==> src/rtl/display_arbiter.sv <==
// rtl/display_arbiter.sv - round-robin time-share of one display word between N requesters
// Optional DISPLAY_ARBITER_BLANK_EN: blank, invalid gap of HOLD/4 cycles between owners.
module display_arbiter #(
  parameter int N     = 4,
  parameter int WIDTH = 8,
  parameter int HOLD  = 100000000
) (
  input  logic                 clk,
  input  logic                 reset,
  input  logic [N-1:0]         req,
  input  logic [N*WIDTH-1:0]   words,
  output logic [N-1:0]         grant,
  output logic [N-1:0]         done,
  output logic [WIDTH-1:0]     disp_word,
  output logic                 disp_valid,
  output logic                 busy
);

  localparam int PW = (N > 1) ? $clog2(N) : 1;
  localparam int CW = (HOLD > 2) ? $clog2(HOLD) : 1;
`ifdef DISPLAY_ARBITER_BLANK_EN
  localparam int BLANK = (HOLD / 4 > 0) ? HOLD / 4 : 1;
`endif

  typedef enum logic [1:0] {S_IDLE, S_GRANT, S_HOLD, S_RELEASE} state_t;

  state_t            state_q, state_d;
  logic [PW-1:0]     ptr_q, ptr_d;
  logic [PW-1:0]     owner_q, owner_d;
  logic [CW-1:0]     cnt_q, cnt_d;
  logic [N-1:0]      grant_q, grant_d;
  logic [N-1:0]      done_q, done_d;
  logic [WIDTH-1:0]  disp_word_q, disp_word_d;
  logic              disp_valid_q, disp_valid_d;
  logic              busy_q, busy_d;

  logic              pick_found;
  logic [PW-1:0]     pick;
  logic [PW:0]       sum;
  logic [PW-1:0]     cand;
  logic [WIDTH-1:0]  pick_word;
  logic [PW-1:0]     ptr_next;

  // Rotating priority: first requester found scanning ptr, ptr+1, ... mod N.
  always_comb begin
    pick_found = 1'b0;
    pick       = ptr_q;
    sum        = '0;
    cand       = '0;
    for (int k = 0; k < N; k++) begin
      sum = {1'b0, ptr_q} + (PW+1)'(k);
      if (sum >= (PW+1)'(N)) sum = sum - (PW+1)'(N);
      cand = sum[PW-1:0];
      if (!pick_found && req[cand]) begin
        pick_found = 1'b1;
        pick       = cand;
      end
    end
    pick_word = '0;
    for (int i = 0; i < N; i++) begin
      if (pick == PW'(i)) pick_word = words[i*WIDTH +: WIDTH];
    end
  end

  assign ptr_next = (owner_q == PW'(N-1)) ? '0 : owner_q + 1'b1;

  always_comb begin
    state_d      = state_q;
    ptr_d        = ptr_q;
    owner_d      = owner_q;
    cnt_d        = cnt_q;
    grant_d      = grant_q;
    done_d       = '0;
    disp_word_d  = disp_word_q;
    disp_valid_d = disp_valid_q;
    case (state_q)
      S_IDLE: begin
        if (pick_found) begin
          owner_d       = pick;
          grant_d       = '0;
          grant_d[pick] = 1'b1;
          disp_word_d   = pick_word;
          disp_valid_d  = 1'b1;
          state_d       = S_GRANT;
        end
      end
      S_GRANT: begin
        cnt_d   = '0;
        state_d = S_HOLD;
      end
      S_HOLD: begin
        // A dropped request wins over window expiry: no done for an early leaver.
        if (!req[owner_q] || cnt_q == CW'(HOLD-2)) begin
          if (req[owner_q]) done_d[owner_q] = 1'b1;
          grant_d      = '0;
          disp_valid_d = 1'b0;
          cnt_d        = '0;
          state_d      = S_RELEASE;
`ifdef DISPLAY_ARBITER_BLANK_EN
          disp_word_d  = '0;
`endif
        end else begin
          cnt_d = cnt_q + 1'b1;
        end
      end
      S_RELEASE: begin
`ifdef DISPLAY_ARBITER_BLANK_EN
        if (cnt_q == CW'(BLANK)) begin
          ptr_d   = ptr_next;
          state_d = S_IDLE;
        end else begin
          cnt_d = cnt_q + 1'b1;
        end
`else
        ptr_d   = ptr_next;
        state_d = S_IDLE;
`endif
      end
      default: state_d = S_IDLE;
    endcase
    busy_d = (state_d != S_IDLE);
  end

  always_ff @(posedge clk or negedge reset) begin
    if (!reset) begin
      state_q      <= S_IDLE;
      ptr_q        <= '0;
      owner_q      <= '0;
      cnt_q        <= '0;
      grant_q      <= '0;
      done_q       <= '0;
      disp_word_q  <= '0;
      disp_valid_q <= 1'b0;
      busy_q       <= 1'b0;
    end else begin
      state_q      <= state_d;
      ptr_q        <= ptr_d;
      owner_q      <= owner_d;
      cnt_q        <= cnt_d;
      grant_q      <= grant_d;
      done_q       <= done_d;
      disp_word_q  <= disp_word_d;
      disp_valid_q <= disp_valid_d;
      busy_q       <= busy_d;
    end
  end

  assign grant      = grant_q;
  assign done       = done_q;
  assign disp_word  = disp_word_q;
  assign disp_valid = disp_valid_q;
  assign busy       = busy_q;

endmodule

==> config.mk <==
export PLATFORM = sky130hd
export DESIGN_NAME = display_arbiter
export DESIGN_NICKNAME = d
export VERILOG_FILES = /design/src/rtl/display_arbiter.sv
export SDC_FILE = /design/constraint.sdc
export NUM_CORES = 1
export LEC_CHECK = 0
export ABC_CLOCK_PERIOD_IN_PS = 2900
export CORE_ASPECT_RATIO = 1.2
export CORE_UTILIZATION = 52
export CTS_CLUSTER_DIAMETER = 40
export DETAILED_ROUTE_END_ITERATION = 16
export PLACE_DENSITY = 0.9
export SYNTH_ARGS = -nofsm -noshare
export SYNTH_HDL_FRONTEND = slang
export SYNTH_SLANG_ARGS = --single-unit
export TNS_END_PERCENT = 5
==> constraint.sdc <==
create_clock -name clk -period 2.9 [get_ports clk]
set_input_delay 0.435 -clock clk [delete_from_list [all_inputs] [get_ports clk]]
set_output_delay 0.435 -clock clk [all_outputs]
set_load 0.005 [all_outputs]
# --- Yosys cells after proc, flatten, opt, wreduce, memory -nomap -nowiden ---
# Index checks and enable logic that the tools add are counted.
word_totals:
  regBits: 51
  input_bits: 38
  out_inout_bits: 18
  word_cells: 102
op_classes:
  add_sub_neg: 9
  magnitude_cmp: 12
  n_eq_ne: 10
  n_mux: 45
  reduce_logical: 17
op_table:
  columns: ["operator", "n"]
  rows:
  - ["case mux 27 bit (2 select lines)", 1]
  - ["two-way mux 8 bit", 4]
  - ["adder 27 x 1 -> 27 bit (second input constant)", 1]
  - ["== test 27 bit (second input constant)", 1]
  - ["two-way mux 27 bit", 1]
  - ["two-way mux 2 bit", 11]
  - ["two-way mux 4 bit", 5]
  - ["less-than comparator 2 x 3 -> 1 bit (second input constant)", 6]
  - ["two-way mux 1 bit", 13]
  - ["binary-select mux 1 bit (select 2 bit)", 5]
  - ["== test 2 bit (second input constant)", 5]
  - ["greater-or-equal comparator 3 bit (second input constant)", 3]
  - ["case mux 2 bit (4 select lines)", 1]
  - ["case mux 4 bit (2 select lines)", 1]
  - ["subtractor 2 x 1 -> 2 bit (second input constant)", 4]
  - ["adder 2 x 2 -> 3 bit (second input constant)", 2]
  - ["nonzero test 2 bit", 3]
  - ["logical AND 1 bit", 5]
  - ["demux 1 bit (select 2 bit)", 2]
  - ["== test 2 x 1 -> 1 bit (second input constant)", 2]
  - ["greater-or-equal comparator 2 x 1 -> 1 bit (second input constant)", 2]
  - ["zero test 1 bit", 4]
  - ["zero test 2 bit", 2]
  - ["!= test 2 bit (second input constant)", 2]
  - ["7 further kinds", 7]

# --- Depth between registers and ports, before layout ---
# Gate-level depths: netlist (run 1).
logic_depth:
  word_depth: 20
  mapped_depth: 9
  mapped_depth_nobuf: 7

# --- Least setup slack after synthesis (run 1) ---
# No wires, ideal clock.
synth_timing:
  path_kind: "input-to-reg"
  start: "input port req[2]"
  end: "register disp_word_q[0], in the netlist disp_word[0]"
  arrival_time_ns: 2.004
  required_ns: 2.774
  slack_ns: 0.770
  stages: 6
  cell_sequence: "buf_6 -> nand2b_4 -> a222oi_1 -> nand2_1 -> a31o_1 -> o32a_1"
synth_via:
  elab_chain_len: 17
synth_lines:
  columns: ["item", "line", "rtl"]
  rows:
  - ["start, declared", "10", "input logic [N-1:0] req,"]
  - ["binary-select mux 1 bit (select 2 bit)", "54", "if (!pick_found && req[cand]) begin"]
  - ["two-way mux 1 bit (not written as such)", "54", null]
  - ["two-way mux 1 bit", "54", null]
  - ["zero test 1 bit", "54", null]
  - ["logical AND 1 bit", "54", null]
  - ["two-way mux 1 bit", "54", null]
  - ["zero test 1 bit", "54", null]
  - ["logical AND 1 bit", "54", null]
  - ["two-way mux 1 bit", "54", null]
  - ["zero test 1 bit", "54", null]
  - ["logical AND 1 bit", "54", null]
  - ["two-way mux 2 bit", "54", null]
  - ["zero test 2 bit", "61", "if (pick == PW'(i)) pick_word = words[i*WIDTH +: WIDTH];"]
  - ["two-way mux 8 bit (4 in a row)", "61", null]
  - ["end signal, assigned", "142", "disp_word_q <= disp_word_d;"]
  - ["end, declared", "33", "logic [WIDTH-1:0] disp_word_q, disp_word_d;"]
# Several ways; a longest one is shown, not always the timed one. The select of a mux whose other input is x is not followed.
# A chain may end at the register's enable or synchronous reset.

# --- Worst setup path after layout (run 1) ---
layout_timing:
  start: "register cnt_q[0]"
  end: "register grant_q[2], in the netlist grant[2]"
layout_via:
  elab_chain_len: 4
layout_lines:
  columns: ["item", "line", "rtl"]
  rows:
  - ["start, declared", "30", "logic [CW-1:0] cnt_q, cnt_d;"]
  - ["start signal, assigned", "139", "cnt_q <= cnt_d;"]
  - ["== test 27 bit", "93", "if (!req[owner_q] || cnt_q == CW'(HOLD-2)) begin"]
  - ["logical OR 1 bit", "93", null]
  - ["!= test 2 bit (no source line)", null, null]
  - ["AND reduction 3 bit (no source line)", null, null]
  - ["end signal, assigned", "140", "grant_q <= grant_d;"]
  - ["end, declared", "31", "logic [N-1:0] grant_q, grant_d;"]
# No other way between the ends.

==> flow_summary_export.csv, run 1 <==
group,metric,value,unit
outcome,status,"complete, no violations",
global_routing,grt_pass1_wl,11040,microns
cells_and_area,drive_above_1_share,0.05966,
routing,dr.pass1.iters,4,
yosys,synthFlopType,"dfrtp_1",
sta,min_period,2.335,ns
setup_path,ff2ff_path_depth,7,
clocking,postCtsHoldBufs,0,
power,p_leak,1.509,nW
sta,max_freq,0.4283,GHz
clocking,insertion_delay,0.30,ns
setup_path,critPathArrivalTime,2.53,ns
sta,drv_slew,0,
sta,setup_tns,0,ns
power,peakVddDrop,0.0005572,V
routing,viasPerCell,5.809,
sta,hold_slack,0.1375,ns
floorplan,die_h,83.03,microns
routing,routed_wl,6259,microns
placement,place_congestion,0.8476,
floorplan,pin_count,56,
yosys,ys_types,49,
sta,hold_viol,0,
sta,setup_violations,0,
routing,vias,2405,
routing,drtIter0Drc,78,
global_routing,grt_overflow,0,
floorplan,design.core.area,5261,sq um
setup_path,path_max_fanout,7,
cells_and_area,syn_to_final_growth,24.36,%
sta,fin_skew,0.007154,ns
global_routing,antenna_found_initial,0,
routing,wl_per_cell,15.12,microns
setup_path,timing.rr.start,"cnt_q[0]",
yosys,synth-edff-count,0,
clocking,clockRootBuffer,"clkbuf_8",
cells_and_area,finalNonFillerCells,414,
sta,rsz0062_at_grt,"no",
yosys,avgSynthCellArea,9.548,sq um
sta,finalCritPeriodShare,0.8052,
routing,ant_nets,0,
clocking,postCtsSetupBuffers,0,
global_routing,grt_pass1_vias,2426,
yosys,synth-seq-cells,51,
placement,hpwl,4730,microns
clocking,cts_tree,"built",
yosys,synthCells,298,
sta,relSlewSlack,0.4748,
floorplan,die_area,5773,sq um
setup_path,r2r_end,"grant[2]",
setup_path,cp-end-kind,"flip-flop",
floorplan,initial_core_util,0.5408,
yosys,yosys_warnings,0,
yosys,syn_nets,345,
global_routing,track_usage,0.2342,
setup_path,crit_type,"flip-flop to flip-flop",
yosys,ys_seq_area_frac,0.4485,
cells_and_area,final_nets,398,
flow_run,maxCapViolCount,0,
yosys,synthArstFlopShare,1.000,
routing,drcViolationCount,0,
floorplan,num_rows,29,
global_routing,grt_start_max_net_pins,29,
setup_path,critPathRequiredTime,3.09,ns
clocking,path_clk_slew,0.09,ns
clocking,htreeDepth,2,
power,power,2.608,mW
clocking,cts.path.max_buffers,2,
cells_and_area,final_cell_mix,"clkdlybuf4s50_1, dfrtp_1, nor2_1",
setup_path,crit_path_start_kind,"flip-flop",
cells_and_area,num_antenna_cells,0,
clocking,cts.sinks,51,
placement,dp.cells,406,
sta,tightest_slew,0.7862,ns
clocking,ctsResizeCount,0,
worst_hold_path,worst_hold_path_type,"primary input to asynchronous set/reset pin",
placement,port_buffers,55,
sta,worst_slack,0.5650,ns
floorplan,die_w,69.53,microns
setup_path,reg2reg_slack,0.56,ns
placement,dp_slack,0.2812,ns
cells_and_area,final_common_cell,"clkdlybuf4s50_1",
clocking,numCtsBuffers,5,
power,power_density,736.9,nW/um^2
yosys,syn_area,2845,sq um
state kept, by name (all words and copies together), names as in the netlist:
signal and cells:
cnt_q 27, disp_word 8, done 4, grant 4
owner_q 2, ptr_q 2, state_q 2, busy 1
disp_valid 1
critical path, cell delays in order (launching register included):
cell and delay, ns:
dfrtp_1 0.42, inv_1 0.11, ha_1 0.17, nor4bb_1 0.28, nand4_1 0.23, o31ai_2 0.46, o211ai_1 0.28, a32o_1 0.28
power by group:
group	total (mW)	switching, mW	internal, mW
sequential	0.990	0.133	0.857
combinational	1.22	0.647	0.572
clock	0.398	0.229	0.169
total	2.61	1.01	1.60
per-layer routing:
metal	wire, microns	global-route usage
met4	32	0.05380
met5	0	0
met3	351	0.06796
met1	2594	0.2764
met2	3280	0.4166
worst max path at each step:
stage                    to  slack [ns]  cells past startpoint  startpoint
2_1_floorplan  disp_word[0]        0.77                      6      req[2]
3_3_place_gp   disp_word[0]        0.34                      6      req[3]
3_5_place_dp   disp_word[0]        0.28                      6      req[3]
4_1_cts            grant[2]        0.58                      7    cnt_q[0]
5_1_grt            grant[2]        0.34                      7    cnt_q[0]
6_report           grant[2]        0.56                      7    cnt_q[0]
Yosys cell counts (2+ instances only):
master,count,area [sq um]
o2bb2ai_1,3,26.28
buf_4,2,15.01
and4_1,4,35.03
nor4_1,4,25.02
o22ai_1,2,12.51
a211oi_1,7,52.55
clkbuf_1,9,33.78
a21oi_1,3,15.01
inv_1,7,26.28
xnor2_1,3,26.28
a21boi_0,7,52.55
nand2_1,25,93.84
dfrtp_1,51,1276
nor2_1,36,135.1
nand3_1,10,50.05
o221ai_1,7,61.31
mux2_2,3,33.78
buf_2,4,20.02
xor2_1,20,175.2
a21o_1,2,15.01
and2_1,9,56.30
nand4_1,13,81.33
and3_1,5,31.28
ha_1,9,112.6
o21ai_0,16,80.08
nor2b_1,8,50.05
nand3b_1,2,15.01
nor3_1,6,30.03
stage by stage:
| step | cell area (sq um) | utilization |
|---|---|---|
| CTS | 3538 | 0.6725 |
| global route | 3538 | 0.6725 |
| global placement | 3453 | 0.6564 |
| floorplan | 2845 | - |
| detailed placement | 3453 | 0.6564 |
| finish | 3538 | 0.6725 |
layout make-up:
cell class / instances / area (sq um)
multi-input combinational: 224 / 1463
inverter: 7 / 26.28
sequential: 51 / 1276
fill: 403 / 1723
tap: 62 / 77.57
timing repair buffer: 62 / 610.6
clock buffer: 6 / 72.57
clock inverter: 2 / 12.51
logic make-up (layout without fill, tap and decap cells):
kind of cell             Yosys count  after routing  share of synthesized area
AO/OA/AOI/OAI                     58             58                     0.1442
multiplexers                       5              5                    0.02463
adder cells (fa/ha/maj)            9              9                    0.03958
buffers and inverters             23             77                    0.03738
XOR/XNOR                          23             23                    0.07080
flip-flops                        51             51                     0.4485
AND/OR/NAND/NOR                  129            129                     0.2348
No activity file was read; power rests on OpenSTA's default activity.
==> run 2, diff against run 1 <==
--- a/config.mk
+++ b/config.mk
@@ -5,12 +5,12 @@
 export SDC_FILE = /design/constraint.sdc
 export NUM_CORES = 1
 export LEC_CHECK = 0
-export ABC_CLOCK_PERIOD_IN_PS = 2900
+export ABC_CLOCK_PERIOD_IN_PS = 2000
 export CORE_ASPECT_RATIO = 1.2
-export CORE_UTILIZATION = 52
+export CORE_UTILIZATION = 47
 export CTS_CLUSTER_DIAMETER = 40
 export DETAILED_ROUTE_END_ITERATION = 16
-export PLACE_DENSITY = 0.9
+export PLACE_DENSITY = 0.87
 export SYNTH_ARGS = -nofsm -noshare
 export SYNTH_HDL_FRONTEND = slang
 export SYNTH_SLANG_ARGS = --single-unit
==> constraint.sdc (replaced) <==
create_clock -name clk -period 2 [get_ports clk]
set_input_delay 0.3 -clock clk [delete_from_list [all_inputs] [get_ports clk]]
set_output_delay 0.3 -clock clk [all_outputs]
set_load 0.005 [all_outputs]
==> flow_summary_export.csv, run 2 (synthesis results as in run 1) <==
group,metric,value,unit
placement,dpl_cell_area,3707,sq um
routing,drtIter0Drc,169,
floorplan,die_h,87.23,microns
sta,worst_slack,0.09343,ns
setup_path,path_cells,"inv_2 -> ha_4 -> nor4bb_4 -> nand4_1 -> o31ai_4 -> o211ai_1 -> a32o_1",
setup_path,cp_top_family,"compound AO/OA/AOI/OAI gates",
routing,wl_per_cell,14.61,microns
cells_and_area,postLayoutCellArea,3890,sq um
setup_path,crit_path_start_kind,"flip-flop",
flow_run,maxCapViolCount,0,
sta,finalCritPeriodShare,0.9533,
sta,fin_skew,0.006887,ns
placement,place_congestion,0.8463,
power,p_leak,1.683,nW
cells_and_area,final_nets,429,
clocking,insertion_delay,0.31,ns
sta,max_freq,0.5245,GHz
global_routing,grt_pass1_vias,2576,
setup_path,path_buf_inv,1,
cells_and_area,final_util,0.6773,
setup_path,critPathMaxStageDelay,0.39,ns
placement,dp_slack,-0.3695,ns
worst_hold_path,worst_hold_path_type,"primary input to asynchronous set/reset pin",
clocking,numCtsBuffers,5,
sta,setup_tns,0,ns
sta,tightest_slew,0.6426,ns
routing,routed_wl,6764,microns
setup_path,critPathRequiredTime,2.20,ns
floorplan,design.core.area,5743,sq um
setup_path,cp_slowest_cell,"dfrtp_1",
outcome,status,"complete, no violations",
floorplan,initial_core_util,0.4954,
clocking,postCtsHoldBufs,0,
floorplan,die_area,6370,sq um
sta,min_period,1.907,ns
clocking,cts_tree,"built",
routing,vias,2550,
setup_path,cp-end-kind,"flip-flop",
routing,dr.pass1.iters,4,
sta,setup_violations,0,
cells_and_area,num_antenna_cells,0,
setup_path,critPathArrivalTime,2.11,ns
clocking,clockRootBuffer,"clkbuf_8",
power,peakVddDrop,0.0008140,V
routing,ant_nets,0,
cells_and_area,largest-register,"cnt_q",
cells_and_area,final_common_cell,"clkdlybuf4s50_1",
power,power_density,1086,nW/um^2
setup_path,path_max_fanout,4,
floorplan,die_w,73.03,microns
floorplan,pin_count,56,
routing,drcViolationCount,0,
floorplan,num_rows,30,
clocking,htreeDepth,2,
sta,rsz0062_at_grt,"yes",
clocking,cts.sinks,51,
global_routing,grt_overflow,0,
cells_and_area,drive_above_1_share,0.1671,
clocking,cts.path.max_buffers,2,
global_routing,track_usage,0.2374,
cells_and_area,syn_to_final_growth,36.72,%
sta,drv_slew,0,
placement,hpwl,4972,microns
placement,port_buffers,55,
cells_and_area,largest_reg_flops,27,
setup_path,crit_type,"flip-flop to flip-flop",
clocking,path_clk_slew,0.09,ns
sta,relSlewSlack,0.5716,
global_routing,antenna_found_initial,0,
sta,hold_viol,0,
global_routing,grt_start_max_net_pins,52,
global_routing,grt_pass1_wl,11660,microns
cells_and_area,final_cell_mix,"clkdlybuf4s50_1, dfrtp_1, nor2_1",
routing,viasPerCell,5.508,
==> run 2: cell types whose count changed in the layout (fill, tap and decap cells not counted), moves of 2 or more <==
cell	change
clkbuf_8	+2
nor4_2	+2
nor4_1	-2
buf_4	+29
==> run 2: through the flow <==
step / power [mW] / hold WS (ns) / std cells
finish: 4.225 / 0.1045 / 463
global route: 4.546 / 0.1400 / 463
CTS: 4.183 / 0.1157 / 461
detailed placement: 3.490 / 0.4522 / 452
global placement: 3.410 / 0.4396 / 452
floorplan: 2.503 / 0.004409 / 298
==> run 2: worst reg2reg max path, stage by stage, from the launching register on <==
cell      delay (ns)
dfrtp_1         0.39
inv_2           0.08
ha_4            0.14
nor4bb_4        0.18
nand4_1         0.24
o31ai_4         0.31
o211ai_1        0.22
a32o_1          0.25
==> run 2: timing repair <==
action,4_1_cts,5_1_grt
setup endpoints to repair,32,47
gates resized for setup,8,10
gates cloned,0,0
pin swaps,6,5
setup buffers,1,2
==> run 2: final timing paths <==
path                              startpoint            to  slack, ns  depth (start not counted)
worst max register to register      cnt_q[0]      grant[2]       0.09                          7
worst min register to register  disp_word[5]  disp_word[5]       0.49                          2
worst max-delay path                cnt_q[0]      grant[2]       0.09                          7
worst min-delay path                   reset      cnt_q[8]       0.10                          2
min in group clk                disp_word[5]  disp_word[5]       0.49                          2
max in group asynchronous              reset      ptr_q[0]       1.44                          2
==> run 2: layer usage <==
metal | GRT usage | wire [microns]
met1 | 0.2739 | 2699
met4 | 0.07308 | 117
met5 | 0 | 0
met3 | 0.06944 | 435
met2 | 0.4192 | 3511
==> run 2: layout make-up <==
class,count,area (sq um)
sequential,51,1277
fill,442,1853
inverter,7,26.28
multi-input combinational,224,1524
clock buffer,8,100.1
tap,80,100.1
timing repair buffer,93,862.1
==> run 2: where the power goes <==
| part | total [mW] | switching [mW] | leakage (nW) | internal (mW) |
|---|---|---|---|---|
| Sequential | 1.43 | 0.183 | 0.677 | 1.25 |
| Combinational | 2.14 | 1.04 | 0.955 | 1.11 |
| Clock | 0.653 | 0.337 | 0.0515 | 0.316 |
| Total | 4.22 | 1.56 | 1.68 | 2.67 |
==> run 3, diff against run 2 <==
--- a/config.mk
+++ b/config.mk
@@ -6,11 +6,12 @@
 export NUM_CORES = 1
 export LEC_CHECK = 0
 export ABC_CLOCK_PERIOD_IN_PS = 2000
-export CORE_ASPECT_RATIO = 1.2
-export CORE_UTILIZATION = 47
+export CORE_ASPECT_RATIO = 0.7
+export CORE_UTILIZATION = 48
+export CTS_BUF_LIST = sky130_fd_sc_hd__clkbuf_8
 export CTS_CLUSTER_DIAMETER = 40
 export DETAILED_ROUTE_END_ITERATION = 16
-export PLACE_DENSITY = 0.87
+export PLACE_DENSITY = 0.88
 export SYNTH_ARGS = -nofsm -noshare
 export SYNTH_HDL_FRONTEND = slang
 export SYNTH_SLANG_ARGS = --single-unit
==> flow_summary_export.csv, run 3 (synthesis results as in run 1) <==
group,metric,value,unit
setup_path,critPathArrivalTime,2.14,ns
power,power,4.544,mW
cells_and_area,final_util,0.6948,
clocking,insertion_delay,0.30,ns
setup_path,path_max_fanout,4,
sta,fin_skew,0.01034,ns
routing,met3WireLength,587,microns
setup_path,cp_slowest_cell,"mux4_2",
setup_path,critPathMaxStageDelay,0.53,ns
cells_and_area,final_cell_mix,"clkdlybuf4s50_1, dfrtp_1, buf_4",
power,power_density,1142,nW/um^2
cells_and_area,num_antenna_cells,0,
routing,wl_met2,3822,microns
floorplan,pin_count,56,
routing,routed_wl,7938,microns
global_routing,grt_pass1_vias,2490,
sta,hold_viol,0,
sta,min_period,1.941,ns
setup_path,crit_type,"primary input to flip-flop",
routing,viasPerCell,5.831,
cells_and_area,finalNonFillerCells,468,
floorplan,initial_core_util,0.4968,
cells_and_area,final_common_cell,"clkdlybuf4s50_1",
setup_path,critPathRequiredTime,2.19,ns
clocking,path_clk_slew,0.09,ns
power,p_leak,1.759,nW
routing,wl_met1,3353,microns
sta,relSlewSlack,0.5744,
placement,dp.cells,454,
cells_and_area,multiInputGateArea,1521,sq um
sta,hold_slack,0.09804,ns
global_routing,grt_overflow,0,
clocking,htreeDepth,2,
cells_and_area,syn_to_final_growth,39.84,%
cells_and_area,regArea,1277,sq um
clocking,cts_tree,"built",
routing,ant_nets,0,
placement,port_buffers,55,
clocking,cts.sinks,51,
clocking,numCtsBuffers,5,
floorplan,die_w,94.02,microns
routing,vias,2729,
routing,top_layer,"met4",
sta,finalCritPeriodShare,0.9703,
sta,drv_slew,0,
cells_and_area,final_nets,439,
floorplan,die_area,6244,sq um
cells_and_area,largest_reg_flops,27,
floorplan,design.core.area,5727,sq um
outcome,status,"complete, no violations",
cells_and_area,drive_above_1_share,0.1934,
sta,tightest_slew,0.6384,ns
cells_and_area,fillerInstances,414,
sta,max_freq,0.5153,GHz
cells_and_area,largest-register,"cnt_q",
global_routing,antenna_found_initial,0,
placement,place_congestion,0.8477,
global_routing,grt_start_max_net_pins,52,
setup_path,crit_path_start_kind,"primary input",
setup_path,cp-end-kind,"flip-flop",
routing,drcViolationCount,0,
setup_path,path_cells,"clkdlybuf4s50_1 -> mux4_2 -> and2_1 -> o31ai_4 -> o211ai_1 -> a32o_2",
floorplan,die_h,66.42,microns
floorplan,num_rows,23,
clocking,cts.path.max_buffers,2,
flow_run,maxCapViolCount,0,
sta,rsz0062_at_grt,"yes",
power,peakVddDrop,0.0006182,V
routing,wl_per_cell,16.96,microns
routing,drtIter0Drc,194,
global_routing,track_usage,0.2479,
worst_hold_path,worst_hold_path_type,"primary input to asynchronous set/reset pin",
routing,dr.pass1.iters,4,
placement,hpwl,5139,microns
clocking,clockRootBuffer,"clkbuf_8",
sta,setup_violations,0,
global_routing,grt_pass1_wl,11830,microns
[run 3: worst paths after layout]
path	startpoint	end	slack, ns	cells after the start
worst max register to register	cnt_q[20]	grant[2]	0.08	5
worst max-delay path	req[0]	grant[2]	0.06	6
worst min register to register	grant[3]	grant[3]	0.49	1
max in group asynchronous	reset	ptr_q[0]	1.43	2
min in group clk	grant[3]	grant[3]	0.49	1
worst min-delay path	reset	cnt_q[13]	0.1	2
[run 3: final cells by class]
cell class,instances,share of cell area
tap,75,0.02358
multi-input combinational,224,0.3824
timing repair buffer,103,0.2368
clock inverter,2,0.008805
sequential,51,0.3211
inverter,7,0.006604
clock buffer,6,0.02075
[run 3: power by group]
group	leakage [nW]	switching, mW	internal [mW]
Clock	0.0612	0.334	0.405
Combinational	1.02	1.19	1.18
Sequential	0.677	0.191	1.24
[run 3: metal layers]
metal | up-vias | track usage
met1 | 1318 | 0.3321
li1 | 1249 | -
met2 | 140 | 0.4060
met5 | - | 0
met4 | 0 | 0.05577
met3 | 22 | 0.06092
[run 3: worst max-delay path: cells and delay by family]
family,cells,cell delay [ns]
mux,1,0.53
compound gates,3,0.63
simple gates,1,0.22
buf+inv,1,0.46
[run 3: what timing repair did]
action / CTS / global route
buffers inserted: 2 / 4
resized for setup: 8 / 14
pin swaps: 6 / 9
setup endpoints to repair: 36 / 38
gates cloned: 0 / 0
hold buffers: 0 / 0
[run 3: metrics by stage]
| step | TNS (ns) | setup slack, ns | area (sq um) |
|---|---|---|---|
| global placement | -8.050 | -0.2428 | 3754 |
| finish | 0 | 0.05944 | 3979 |
| global route | -0.1154 | -0.03413 | 3979 |
| detailed placement | -10.92 | -0.3208 | 3754 |
| CTS | -0.04447 | -0.04447 | 3918 |
| floorplan | -0.05533 | -0.002767 | 2854 |
